===== src/rtl/fetch_controller.sv =====
// fetch_controller
//   Instruction-fetch sequencer. It owns the fetch PC, keeps at most one
//   request outstanding to instruction memory, and hands each fetched word to
//   the fetch-decode register. It also absorbs decode stalls, takes redirects
//   from later stages and traps on memory timeouts.
//
//   Optional build macro: FETCH_PERF_EN adds the perf_fetched / perf_stall
//   saturating counters.
//
// Ports:
//   clk, rst            clock, synchronous active-high reset
//   stall               decode cannot take fd_instr this cycle
//   redirect_valid/pc   taken branch/jump target (low two bits ignored)
//   imem_req/addr       one-cycle request strobe and its address
//   imem_rvalid/rdata   memory response
//   pc                  current fetch PC
//   fd_valid/instr/pc   instruction presented to decode
//   fetch_err           sticky timeout error, cleared only by rst
//   perf_fetched/stall  (FETCH_PERF_EN only) delivered count, stall-cycle count
module fetch_controller #(
  parameter int                ADDR_W   = 32,
  parameter int                INSTR_W  = 30,
  parameter logic [ADDR_W-1:0] RESET_PC = {ADDR_W{1'b0}},
  parameter int                MAX_WAIT = 15
) (
  input  logic               clk,
  input  logic               rst,
  input  logic               stall,
  input  logic               redirect_valid,
  input  logic [ADDR_W-1:0]  redirect_pc,
  output logic               imem_req,
  output logic [ADDR_W-1:0]  imem_addr,
  input  logic               imem_rvalid,
  input  logic [INSTR_W-1:0] imem_rdata,
  output logic [ADDR_W-1:0]  pc,
  output logic               fd_valid,
  output logic [INSTR_W-1:0] fd_instr,
  output logic [ADDR_W-1:0]  fd_pc,
  output logic               fetch_err
`ifdef FETCH_PERF_EN
  ,
  output logic [31:0]        perf_fetched,
  output logic [31:0]        perf_stall
`endif
);

  typedef enum logic [2:0] {
    S_BOOT = 3'd0,
    S_REQ  = 3'd1,
    S_WAIT = 3'd2,
    S_HOLD = 3'd3,
    S_ERR  = 3'd4
  } state_t;

  state_t               state_r,    state_s;
  logic [ADDR_W-1:0]    pc_r,       pc_s;
  logic                 fd_valid_r, fd_valid_s;
  logic [INSTR_W-1:0]   fd_instr_r, fd_instr_s;
  logic [ADDR_W-1:0]    fd_pc_r,    fd_pc_s;
  logic                 err_r,      err_s;
  logic                 drop_r,     drop_s;
  logic [7:0]           wait_cnt_r, wait_cnt_s;
  logic [ADDR_W-1:0]    redir_pc_s;

  // Redirect targets are always word aligned.
  assign redir_pc_s = {redirect_pc[ADDR_W-1:2], 2'b00};

  // Next-state and next-register computation.
  always_comb begin
    state_s    = state_r;
    pc_s       = pc_r;
    fd_valid_s = fd_valid_r;
    fd_instr_s = fd_instr_r;
    fd_pc_s    = fd_pc_r;
    err_s      = err_r;
    drop_s     = drop_r;
    wait_cnt_s = wait_cnt_r;

    case (state_r)
      S_BOOT: begin
        state_s = S_REQ;
        if (redirect_valid) begin
          pc_s = redir_pc_s;
        end else begin
          pc_s = pc_r;
        end
      end

      S_REQ: begin
        state_s    = S_WAIT;
        wait_cnt_s = 8'd0;
        // The request already left with the old pc; its answer must be dropped.
        if (redirect_valid) begin
          pc_s       = redir_pc_s;
          fd_valid_s = 1'b0;
          drop_s     = 1'b1;
        end else begin
          drop_s     = drop_r;
        end
      end

      S_WAIT: begin
        wait_cnt_s = wait_cnt_r + 8'd1;
        if (imem_rvalid) begin
          if (redirect_valid || drop_r) begin
            // Stale response: discard and re-request at the (new) pc.
            if (redirect_valid) begin
              pc_s = redir_pc_s;
            end else begin
              pc_s = pc_r;
            end
            drop_s     = 1'b0;
            fd_valid_s = 1'b0;
            state_s    = S_REQ;
          end else begin
            fd_instr_s = imem_rdata;
            fd_pc_s    = pc_r;
            fd_valid_s = 1'b1;
            state_s    = S_HOLD;
          end
        end else if (wait_cnt_r >= 8'(MAX_WAIT - 1)) begin
          state_s    = S_ERR;
          err_s      = 1'b1;
          fd_valid_s = 1'b0;
        end else if (redirect_valid) begin
          // Keep waiting for the outstanding answer, then throw it away.
          pc_s       = redir_pc_s;
          drop_s     = 1'b1;
          fd_valid_s = 1'b0;
        end else begin
          state_s = S_WAIT;
        end
      end

      S_HOLD: begin
        if (redirect_valid) begin
          pc_s       = redir_pc_s;
          fd_valid_s = 1'b0;
          state_s    = S_REQ;
        end else if (!stall) begin
          pc_s       = pc_r + ADDR_W'(3'd4);
          fd_valid_s = 1'b0;
          state_s    = S_REQ;
        end else begin
          state_s = S_HOLD;
        end
      end

      S_ERR: begin
        fd_valid_s = 1'b0;
        state_s    = S_ERR;
      end

      default: begin
        state_s    = S_BOOT;
        fd_valid_s = 1'b0;
      end
    endcase
  end

  // State and datapath registers.
  always_ff @(posedge clk) begin
    if (rst) begin
      state_r    <= S_BOOT;
      pc_r       <= RESET_PC;
      fd_valid_r <= 1'b0;
      fd_instr_r <= {INSTR_W{1'b0}};
      fd_pc_r    <= {ADDR_W{1'b0}};
      err_r      <= 1'b0;
      drop_r     <= 1'b0;
      wait_cnt_r <= 8'd0;
    end else begin
      state_r    <= state_s;
      pc_r       <= pc_s;
      fd_valid_r <= fd_valid_s;
      fd_instr_r <= fd_instr_s;
      fd_pc_r    <= fd_pc_s;
      err_r      <= err_s;
      drop_r     <= drop_s;
      wait_cnt_r <= wait_cnt_s;
    end
  end

  assign imem_req  = (state_r == S_REQ);
  assign imem_addr = pc_r;
  assign pc        = pc_r;
  assign fd_valid  = fd_valid_r;
  assign fd_instr  = fd_instr_r;
  assign fd_pc     = fd_pc_r;
  assign fetch_err = err_r;

`ifdef FETCH_PERF_EN
  logic        hold_exit_s;
  logic        stall_cyc_s;
  logic [31:0] perf_fetched_r;
  logic [31:0] perf_stall_r;

  assign hold_exit_s = (state_r == S_HOLD) && !redirect_valid && !stall;
  assign stall_cyc_s = (state_r == S_HOLD) && stall;

  // Saturating performance counters.
  always_ff @(posedge clk) begin
    if (rst) begin
      perf_fetched_r <= 32'd0;
      perf_stall_r   <= 32'd0;
    end else begin
      if (hold_exit_s && (perf_fetched_r != 32'hFFFF_FFFF)) begin
        perf_fetched_r <= perf_fetched_r + 32'd1;
      end
      if (stall_cyc_s && (perf_stall_r != 32'hFFFF_FFFF)) begin
        perf_stall_r <= perf_stall_r + 32'd1;
      end
    end
  end

  assign perf_fetched = perf_fetched_r;
  assign perf_stall   = perf_stall_r;
`endif

endmodule


===== config.mk =====
export PLATFORM = sky130hd
export DESIGN_NAME = fetch_controller
export DESIGN_NICKNAME = d
export VERILOG_FILES = /design/src/rtl/fetch_controller.sv
export SDC_FILE = /design/constraint.sdc
export NUM_CORES = 1
export LEC_CHECK = 0
export BUFFER_PORTS_ARGS = -buffer_cell sky130_fd_sc_hd__buf_2
export CORE_UTILIZATION = 49
export CTS_CLUSTER_SIZE = 25
export DETAILED_ROUTE_END_ITERATION = 6
export HOLD_SLACK_MARGIN = 0.06
export PLACE_DENSITY = 0.8
export SYNTH_ARGS = -nofsm -noshare
export SYNTH_HDL_FRONTEND = slang
export SYNTH_SLANG_ARGS = --single-unit

===== constraint.sdc =====
create_clock -name clk -period 2.43 [get_ports clk]
set_clock_uncertainty 0.1 [all_clocks]
set_input_delay 0.243 -clock clk [delete_from_list [all_inputs] [get_ports clk]]
set_output_delay 0.243 -clock clk [all_outputs]
set_load 0.01 [all_outputs]

==> impl_metrics.py <==
metrics = {
    "global_routing": {
        "antenna_violations_before_repair": 0,
        "grt_pass1_vias": 4746,
        "grt_overflow": 0,
        "global_router_s_overall_resource_usage_pct": 26.57,
        "grt_pass1_wl_um": 22000,
        "pin_count_of_the_biggest_net_entering_global_routing": 74,
    },
    "yosys": {
        "post_synth_fa_ha_maj_area_fraction_pct": 0.7511,
        "synth_enable_flop_cells": 0,
        "synthFlopType": "dfxtp_1",
        "yosysTopAreaCellShare_pct": 41.66,
        "synth_simple_gate_area_share_pct": 25.26,
        "synth_xor_xnor_area_share_pct": 0,
        "multiplexer_area_fraction_after_synthesis_pct": 0.9014,
        "synth_top_family_by_area": "simple AND/OR/NAND/NOR gates",
        "synth_seq_area_share_pct": 41.66,
        "syn_inst": 649,
        "synth_compound_gate_area_share_pct": 20.71,
        "synth_top_cells_by_area": "dfxtp_1, nand2_1, a21oi_1",
        "yosys.cell_types.count": 60,
        "synthesis.area_mm2": 0.004997,
        "avgSynthCellArea_um2": 7.700,
        "postSynthRegisterBits": 104,
        "synth_area_leader_cell": "dfxtp_1",
        "ys.warnings.count": 0,
        "synth_async_sr_flop_share_pct": 0,
    },
    "finish": {
        "instances_no_fill": 969,
        "layout.nets": 901,
        "area.growth.synth_to_final_pct": 29.07,
        "commonest_non_fill_non_tap_cell_in_the_layout": "buf_2",
        "antenna_fix_cells": 0,
        "mostFrequentLayoutCells": "buf_2, nand2_1, dfxtp_1",
        "postLayoutCellArea_mm2": 0.006450,
        "drive_gt1_share_pct": 29.55,
    },
    "detailed_routing": {
        "final_antenna_net_count": 0,
        "count_of_vias_placed_by_the_detailed_router": 5286,
        "wl_per_cell_um": 14.85,
        "detailedRoute.firstIterationViolations": 310,
        "drc": 0,
        "viasPerCell": 5.455,
        "dr.pass1.iters": 5,
        "drt_wl_total_um": 14390,
    },
    "clocking": {
        "tritoncts_clock_tree": "done",
        "htree_levels": 3,
        "ctsRootBufferMaster": "clkbuf_8",
        "clock_path_buffers": 2,
        "cts.clk_slew.worst_paths_ns": 0.11,
        "clk_latency_ns": 0.38,
        "clock_buffers_created_by_tritoncts": 9,
        "clock-sinks": 104,
    },
    "run": {
        "maxCapViolations": 0,
    },
    "floorplan": {
        "die_w_um": 103.0,
        "placementRows": 36,
        "starting_density_of_the_core_pct": 50.89,
        "die_y_um": 103.0,
        "floorplan.die_area_mm2": 0.01061,
        "io_pins": 196,
        "area_of_the_core_mm2": 0.009819,
    },
    "setup_path": {
        "crit_path_cell_trace": "ha_1 > nand4_1 > or4_2 > o21ai_0 > a21oi_1 > a211oi_1",
        "setup.worst_path.end_class": "flop",
        "cp_startpoint": "imem_addr[3]",
        "critical_path_required_ns": 2.63,
        "timing.setup.critical_path_class": "flop to flop",
        "crit_path_top_delay_cell": "or4_2",
        "worstPathArrival_ns": 2.46,
        "crit_fanout": 5,
        "cpPeakStageDelay_ns": 0.78,
        "reg2reg_from": "imem_addr[3]",
        "cp-start-kind": "flop",
    },
    "timing": {
        "worstMarginPinSlew_ns": 0.7731,
        "period_minus_slack_ns": 2.259,
        "final.period_utilization_pct": 92.95,
        "setup_tns_final_ns": 0,
        "final.hold.worst_slack_ns": 0.08654,
        "timing.max_slew.rel_slack_pct": 48.46,
        "grt_setup_unrepaired": "false",
        "fmax_mhz": 442.8,
        "maxSlewViolCount": 0,
        "final_hold_viol_count": 0,
        "setup_viol": 0,
    },
    "power": {
        "cellPowerDensity_mw_per_mm2": 548.2,
        "max-vdd-ir-drop_uv": 331.1,
        "cellLeakagePower_uw": 0.002762,
        "design_power_total_uw": 3536,
    },
    "placement": {
        "post-place-cells": 916,
        "global_placement_routability_congestion": 0.8830,
        "numPortBuffers": 187,
        "postPlaceCellArea_mm2": 0.005868,
        "post-dp-hpwl_um": 9565,
    },
    "status": {
        "outcome": "complete, no violations",
    },
    "hold_path": {
        "worstHoldStart": "stall",
        "hold_class": "input pin to flop",
    },
}
[what timing repair did]
action / CTS / global route
setup endpoints to repair: 0 / 0
hold endpoints to repair: 37 / 0
hold buffers: 37 / 0
resized for setup: 0 / 0
buffers inserted: 0 / 0
[final timing paths]
check / slack [ns] / to / cells past startpoint
setup reg to reg: 0.17 / imem_addr[18] / 6
setup / recovery: 0.17 / imem_addr[18] / 6
hold / removal: 0.09 / state_r[1] / 3
hold reg to reg: 0.36 / fd_pc[12] / 2
[per-layer routing]
metal / track usage (%) / vias to the layer above / part of all wire (%)
met5: 0 / - / 0
met1: 31.28 / 2471 / 42
li1: - / 2587 / -
met4: 13.98 / 0 / 3.1
met3: 3.390 / 38 / 4.6
met2: 47.13 / 190 / 51
[cell families (layout without fill, tap and decap cells)]
| group | after synthesis | count (layout) |
|---|---|---|
| multiplexers | 4 | 4 |
| other | 1 | 6 |
| AO/OA/AOI/OAI | 173 | 173 |
| adder cells (fa/ha/maj) | 3 | 3 |
| flip-flops | 104 | 104 |
| AND/OR/NAND/NOR | 270 | 270 |
| buffers and inverters | 94 | 276 |
[synth_stat cells, types with 2 or more instances]
| cell | n |
|---|---|
| o41ai_1 | 2 |
| a2111oi_0 | 2 |
| nor3_2 | 3 |
| nand4_1 | 7 |
| ha_1 | 3 |
| a221oi_1 | 2 |
| a31oi_1 | 5 |
| buf_4 | 40 |
| buf_2 | 8 |
| o22ai_1 | 5 |
| or3b_2 | 2 |
| nand2b_1 | 4 |
| inv_1 | 11 |
| and4_1 | 5 |
| o31ai_1 | 3 |
| o21ai_0 | 19 |
| clkbuf_1 | 32 |
| nor4_1 | 5 |
| nand3_1 | 17 |
| a211oi_1 | 9 |
| dfxtp_1 | 104 |
| a41oi_1 | 2 |
| nor3_1 | 10 |
| and3_1 | 5 |
| and2_1 | 3 |
| nor2b_1 | 2 |
| or3_1 | 3 |
| o211ai_1 | 3 |
| o21a_1 | 3 |
| mux2_2 | 4 |
| o31a_1 | 2 |
| a311oi_1 | 5 |
| or4_1 | 2 |
| nor2_1 | 29 |
| a21oi_1 | 97 |
| o32ai_1 | 6 |
| nand2_1 | 162 |
[registers in the layout, indices dropped and copies added (netlist names)]
| signal | count |
|---|---|
| fetch_err | 1 |
| state_r | 3 |
| drop_r | 1 |
| fd_pc | 30 |
| imem_addr | 30 |
| fd_valid | 1 |
| wait_cnt_r | 8 |
| fd_instr | 30 |
[stage by stage]
stage                     setup slack (ns)  util [%]
after detailed placement            0.1841     59.76
after floorplan                     0.2549         -
after global routing               0.02125     65.69
final                               0.1714     65.69
after CTS                           0.1615     65.69
after global placement              0.2747     59.76
[power by group]
| part | switching, uW | leakage (uW) | internal (uW) |
|---|---|---|---|
| clock | 653 | 0.000105 | 498 |
| sequential | 76.2 | 0.000846 | 1760 |
| combinational | 301 | 0.00181 | 246 |
| total | 1030 | 0.00276 | 2510 |
[layout make-up]
cell class | instances | area, um^2
clock buffer | 9 | 123.9
tap | 133 | 166.4
sequential | 104 | 2082
fill | 842 | 3369
multi-input combinational | 456 | 2415
inverter | 11 | 41.29
clock inverter | 7 | 87.58
timing repair buffer | 249 | 1534
[critical path, delay by kind of cell (launching register included)]
kind | cells | cell delay, ns
AO/OA/AOI/OAI | 3 | 0.52
adder cells (fa/ha/maj) | 1 | 0.22
flip-flops | 1 | 0.35
AND/OR/NAND/NOR | 2 | 0.99
(Power assumes the default switching activity.)
